--- config.mk ---
export PLATFORM = sky130hd
export DESIGN_NAME = overlay_char_scanout
export DESIGN_NICKNAME = d
export VERILOG_FILES = /design/src/rtl/overlay_char_scanout.sv
export SDC_FILE = /design/constraint.sdc
export NUM_CORES = 1
export LEC_CHECK = 0
export CAP_MARGIN = 15
export CORE_ASPECT_RATIO = 1.4
export CORE_MARGIN = 1
export CORE_UTILIZATION = 44
export CTS_BUF_LIST = sky130_fd_sc_hd__clkbuf_16
export DETAILED_ROUTE_END_ITERATION = 10
export PLACE_DENSITY_LB_ADDON = 0.08
export RECOVER_POWER = 25
export SETUP_SLACK_MARGIN = 0.15
export SLEW_MARGIN = 20
export SYNTH_ARGS = -nofsm -noshare
export SYNTH_HDL_FRONTEND = slang
export SYNTH_SLANG_ARGS = --single-unit
--- constraint.sdc ---
create_clock -name i_clk -period 2.5 [get_ports i_clk]
set_input_delay 0.25 -clock i_clk [delete_from_list [all_inputs] [get_ports i_clk]]
set_output_delay 0.25 -clock i_clk [all_outputs]
set_load 0.05 [all_outputs]
--- src/rtl/overlay_char_scanout.sv ---
// Overlay character scan-out: fetches char codes and font rows one cell ahead of the raster and emits a per-pixel flag.
// Optional drop-shadow output is built only when OVERLAY_SHADOW_EN is defined.
module overlay_char_scanout #(
    parameter int COLS  = 32,
    parameter int ROWS  = 30,
    parameter int H_ORG = 64,
    parameter int V_ORG = 48
) (
    input  logic        i_clk,
    input  logic        reset,
    input  logic        i_pix,
    input  logic [9:0]  hcnt,
    input  logic [9:0]  vcnt,
    output logic [10:0] chram_addr,
    input  logic [7:0]  chmap_data,
    output logic [10:0] chrom_addr,
    input  logic [7:0]  chrom_data,
    output logic        o_a,
    output logic        o_shadow
);
    typedef enum logic [1:0] {S_IDLE, S_MAP, S_ROM, S_LATCH} state_t;

    state_t      state, state_nxt;
    logic [9:0]  x, y, px;
    logic        inwin, trigger;
    logic [10:0] map_addr;
    logic [10:0] chrom_addr_q;
    logic [2:0]  line_q;
    logic [7:0]  next_bits, cur_bits;
    logic        load_map, load_rom, load_bits;
    logic        a_nxt;

    function automatic logic pick_bit(input logic [7:0] bits, input logic [2:0] idx);
        return bits[3'd7 - idx];
    endfunction

    // px runs 8 pixels ahead of x so each cell is fetched while the previous one is on screen
    assign x        = hcnt - 10'(H_ORG);
    assign y        = vcnt - 10'(V_ORG);
    assign px       = x + 10'd8;
    assign inwin    = (x < 10'(COLS * 8)) && (y < 10'(ROWS * 8));
    assign trigger  = i_pix && (px[2:0] == 3'd0) && ({3'd0, px[9:3]} < 10'(COLS))
                      && (y < 10'(ROWS * 8));
    assign map_addr = 11'(y[9:3]) * 11'(COLS) + 11'(px[9:3]);

    always_ff @(posedge i_clk) begin
        if (reset) state <= S_IDLE;
        else       state <= state_nxt;
    end

    always_comb begin
        state_nxt = state;
        load_map  = 1'b0;
        load_rom  = 1'b0;
        load_bits = 1'b0;
        case (state)
            S_IDLE: begin
                if (trigger) begin
                    state_nxt = S_MAP;
                    load_map  = 1'b1;
                end
            end
            S_MAP:   state_nxt = S_ROM;
            S_ROM: begin
                state_nxt = S_LATCH;
                load_rom  = 1'b1;
            end
            S_LATCH: begin
                state_nxt = S_IDLE;
                load_bits = 1'b1;
            end
            default: state_nxt = S_IDLE;
        endcase
    end

    // The char code arrives during ROM, so the font address is forwarded straight from it that cycle
    assign chrom_addr = load_rom ? {chmap_data, line_q} : chrom_addr_q;

    always_ff @(posedge i_clk) begin
        if (reset) begin
            chram_addr   <= 11'd0;
            chrom_addr_q <= 11'd0;
            line_q       <= 3'd0;
            next_bits    <= 8'd0;
        end else begin
            if (load_map) begin
                chram_addr <= map_addr;
                line_q     <= y[2:0];
            end
            if (load_rom)  chrom_addr_q <= chrom_addr;
            if (load_bits) next_bits    <= chrom_data;
        end
    end

    always_comb begin
        a_nxt = 1'b0;
        if (inwin) begin
            if (x[2:0] == 3'd0) a_nxt = next_bits[7];
            else                a_nxt = pick_bit(cur_bits, x[2:0]);
        end
    end

    always_ff @(posedge i_clk) begin
        if (reset) begin
            o_a      <= 1'b0;
            cur_bits <= 8'd0;
        end else if (i_pix) begin
            o_a <= a_nxt;
            if (inwin && (x[2:0] == 3'd0)) cur_bits <= next_bits;
        end
    end

`ifdef OVERLAY_SHADOW_EN
    logic prev_a;

    // Shadow marks the clear pixel immediately right of a set one
    always_ff @(posedge i_clk) begin
        if (reset) begin
            prev_a   <= 1'b0;
            o_shadow <= 1'b0;
        end else if (i_pix) begin
            prev_a   <= a_nxt;
            o_shadow <= prev_a && !a_nxt && inwin;
        end
    end
`else
    assign o_shadow = 1'b0;
`endif

endmodule

==> metrics.yaml <==
root_buffer: "clkbuf_16"
power.leakage_nw: 1.43
whs_endpoint: "chram_addr[0]$_SDFFE_PP0P_"
placementRows: 31
final_common_cell: "buf_4"
hold_path_class: "in2reg"
stdcell_count: 411
syn_nets: 294
grt_start_max_net_pins: 18
fin_crit_sh_pct: 93.1
slowest_stage: "or4b_1"
track_usage_pct: 19.9
seqPwrFrac_pct: 35.1
ios: 63
crit_path_max_fanout: 11
post-route-drc-count: 0
cp-start-kind: "input port"
dp_cells: 389
die_y_um: 88.2
cts_made_buffers: 5
worst_pin_slew_ns: 0.555
final_util_pct: 68.8
fin_nets: 395
die_area_um2: 5610
synth-edff-count: 0
wire_per_inst_um: 13.6
place.gp.congestion: 0.793
layout_common_cells: "buf_4, clkdlybuf4s50_1, dfxtp_1, nor2_1, mux2i_1"
numPortBuffers: 61
hp-start: "hcnt[3]"
r2r_setup_slack_ns: 0.83
h-tree-depth: 2
outcome: "completed"
synth-async-reset-ratio_pct: 0
cellPowerDensity_nw_per_um2: 595
grt_pass1_vias: 1966
ys_seq_area_share_pct: 36.9
overflow: 0
total_power_w: 0.00211
avgSynthCellArea_um2: 9.61
num_vias: 2189
synth_cells: 243
synth-main-ff-cell: "dfxtp_1"
die_x_um: 63.6
switchingPower_w: 0.000694
rsz0062_at_grt: "yes"
dp_hpwl_um: 3850
layout-drive-gt1-share_pct: 29.9
setup-violations-final: 0
crit_required_ns: 2.66
r2r-end: "chram_addr[9]$_SDFFE_PP0P_"
ctsHoldBuffers: 0
fin_hold_ws_ns: 0.412
diodes: 0
ant_nets: 0
timing.slew.headroom_pct: 62.5
r2r_cells: 7
regArea_um2: 861
core_um2: 5160
peakVddDrop_mv: 0.461
clkTransAtPathRegs_ns: 0.06
yosysWarnings: 0
finalMaxSlewViolations: 0
synth_area_um2: 2330
critPathMaxStageDelay_ns: 0.50
drtIter0Drc: 84
period_minus_slack_ns: 2.33
clk_latency_ns: 0.28
holdPathStages: 3
cts_tree: "done"
clock_sinks: 43
ctsLongestPathBuffers: 2
power_frac_clock_pct: 29.6
drv_cap: 0
path_cells: "clkdlybuf4s50_1, ha_1, or4b_1, a21o_4, a211o_2, buf_6, o211ai_1, o41ai_2"
ys_types: 57
fin_skew_ns: 0.00421
fill_cells: 411
fmax_ghz: 0.430
r2r-start: "state[0]$_SDFFE_PP0P_"
crit_start: "vcnt[4]"
power.internal_w: 0.00142
netSwitchingFraction_pct: 32.9
grt_antenna_before_repair: 0
yosys_register_bits: 43
vias_per_cell: 5.33
combPwrFrac_pct: 35.3
drt-total-wl_um: 5590
grt_pass1_wl_um: 8760
multi_input_area_um2: 1470
critPathCaptureType: "flop"
start_util_pct: 45.3
critPathKind: "in2reg"
final_hold_viol_count: 0
drtPass1Iterations: 4
crit_arrival_ns: 2.48
area_growth_pct: 52.0
==> flip-flops by register name, indices dropped and copies added, names as in the netlist <==
register and flops:
line_q 3, next_bits 8, chram_addr 11, cur_bits 7, chrom_addr_q 11, state 2, o_a 1
==> kinds of logic (layout without fill, tap and decap cells) <==
| logic type | Yosys count | after routing | share of synthesized area, % |
|---|---|---|---|
| AND/OR/NAND/NOR | 71 | 71 | 17.0 |
| AO/OA/AOI/OAI | 54 | 54 | 16.1 |
| flip-flops | 43 | 43 | 36.9 |
| multiplexers | 30 | 30 | 14.6 |
| buffers and inverters | 24 | 126 | 5.41 |
| adder cells (fa/ha/maj) | 12 | 12 | 6.75 |
| XOR/XNOR | 8 | 8 | 3.00 |
| other | 1 | 1 | 0.161 |
==> how the worst max path moves through the flow <==
stage | depth (start not counted) | to | slack (ns)
after floorplan | 10 | chram_addr[9]$_SDFFE_PP0P_ | 0.15
after global placement | 11 | chram_addr[9]$_SDFFE_PP0P_ | -0.43
after detailed placement | 11 | chram_addr[9]$_SDFFE_PP0P_ | -0.51
after CTS | 11 | chram_addr[9]$_SDFFE_PP0P_ | 0.06
after global routing | 4 | chrom_addr[4] | 0.09
final | 8 | chram_addr[9]$_SDFFE_PP0P_ | 0.17
==> Yosys cell counts (2+ instances only) <==
| master | instances | share of area, % |
|---|---|---|
| buf_6 | 3 | 1.4 |
| buf_2 | 4 | 0.86 |
| mux2i_1 | 15 | 6.4 |
| inv_1 | 9 | 1.4 |
| a21oi_1 | 15 | 3.2 |
| xnor2_1 | 5 | 1.9 |
| o21ai_0 | 13 | 2.8 |
| and2_1 | 11 | 2.9 |
| nor2b_1 | 2 | 0.54 |
| a211oi_1 | 4 | 1.3 |
| nand2_1 | 6 | 0.96 |
| nand4b_1 | 2 | 0.75 |
| a21o_1 | 2 | 0.64 |
| mux2_2 | 13 | 6.3 |
| xor2_1 | 3 | 1.1 |
| nand3_1 | 11 | 2.4 |
| nor2_1 | 21 | 3.4 |
| dfxtp_1 | 43 | 37 |
| nand4_1 | 4 | 1.1 |
| o31ai_1 | 2 | 0.64 |
| clkbuf_1 | 3 | 0.48 |
| nor3_1 | 2 | 0.43 |
| o211ai_1 | 2 | 0.64 |
| a211o_2 | 2 | 0.86 |
| buf_1 | 2 | 0.32 |
| mux4_2 | 2 | 1.9 |
| buf_4 | 2 | 0.64 |
| ha_1 | 11 | 5.9 |
==> timing repair <==
| item | 4_1_cts | 5_1_grt |
|---|---|---|
| setup buffers | 11 | 3 |
| pin swaps | 9 | 12 |
| resized for setup | 27 | 21 |
| setup endpoints to repair | 12 | 23 |
==> final cells by class <==
type                       instances  area share [%]
inverter                           9           0.952
multi-input combinational        176            41.4
clock inverter                     3           0.458
sequential                        43            24.3
tap                               66            2.33
timing repair buffer             109            27.1
clock buffer                       5            3.52
==> power by group through the flow <==
stage | Sequential [W] | Clock [W] | Combinational [W]
final | 0.000740 | 0.000626 | 0.000745
after global routing | 0.000744 | 0.000672 | 0.000799
after global placement | 0.000754 | 0 | 0.000705
after floorplan | 0.000754 | 0 | 0.000473
after CTS | 0.000741 | 0.000638 | 0.000724
after detailed placement | 0.000756 | 0 | 0.000712
==> per-stage QoR <==
stage                     TNS (ns)  instance area [µm²]  worst slack (ns)
after global routing             0                 3550            0.0865
after global placement       -2.48                 3190            -0.429
after floorplan                  0                 2350             0.153
after detailed placement     -2.76                 3190            -0.515
after CTS                        0                 3460            0.0644
final                            0                 3550             0.174
==> metal layers <==
layer / vias to the layer above / GRT usage [%] / share of wire, %
met5: - / 0 / 0
met4: 0 / 8.06 / 2.1
met3: 13 / 2.99 / 4.8
met2: 73 / 34.7 / 51
met1: 1026 / 24.4 / 42
li1: 1077 / - / -
==> critical path: cells and delay by family <==
kind | cells | cell delay, ns
buffers and inverters | 2 | 0.57
AO/OA/AOI/OAI | 4 | 0.93
AND/OR/NAND/NOR | 1 | 0.50
adder cells (fa/ha/maj) | 1 | 0.22
Note: power is estimated with default switching activity, not from simulation.
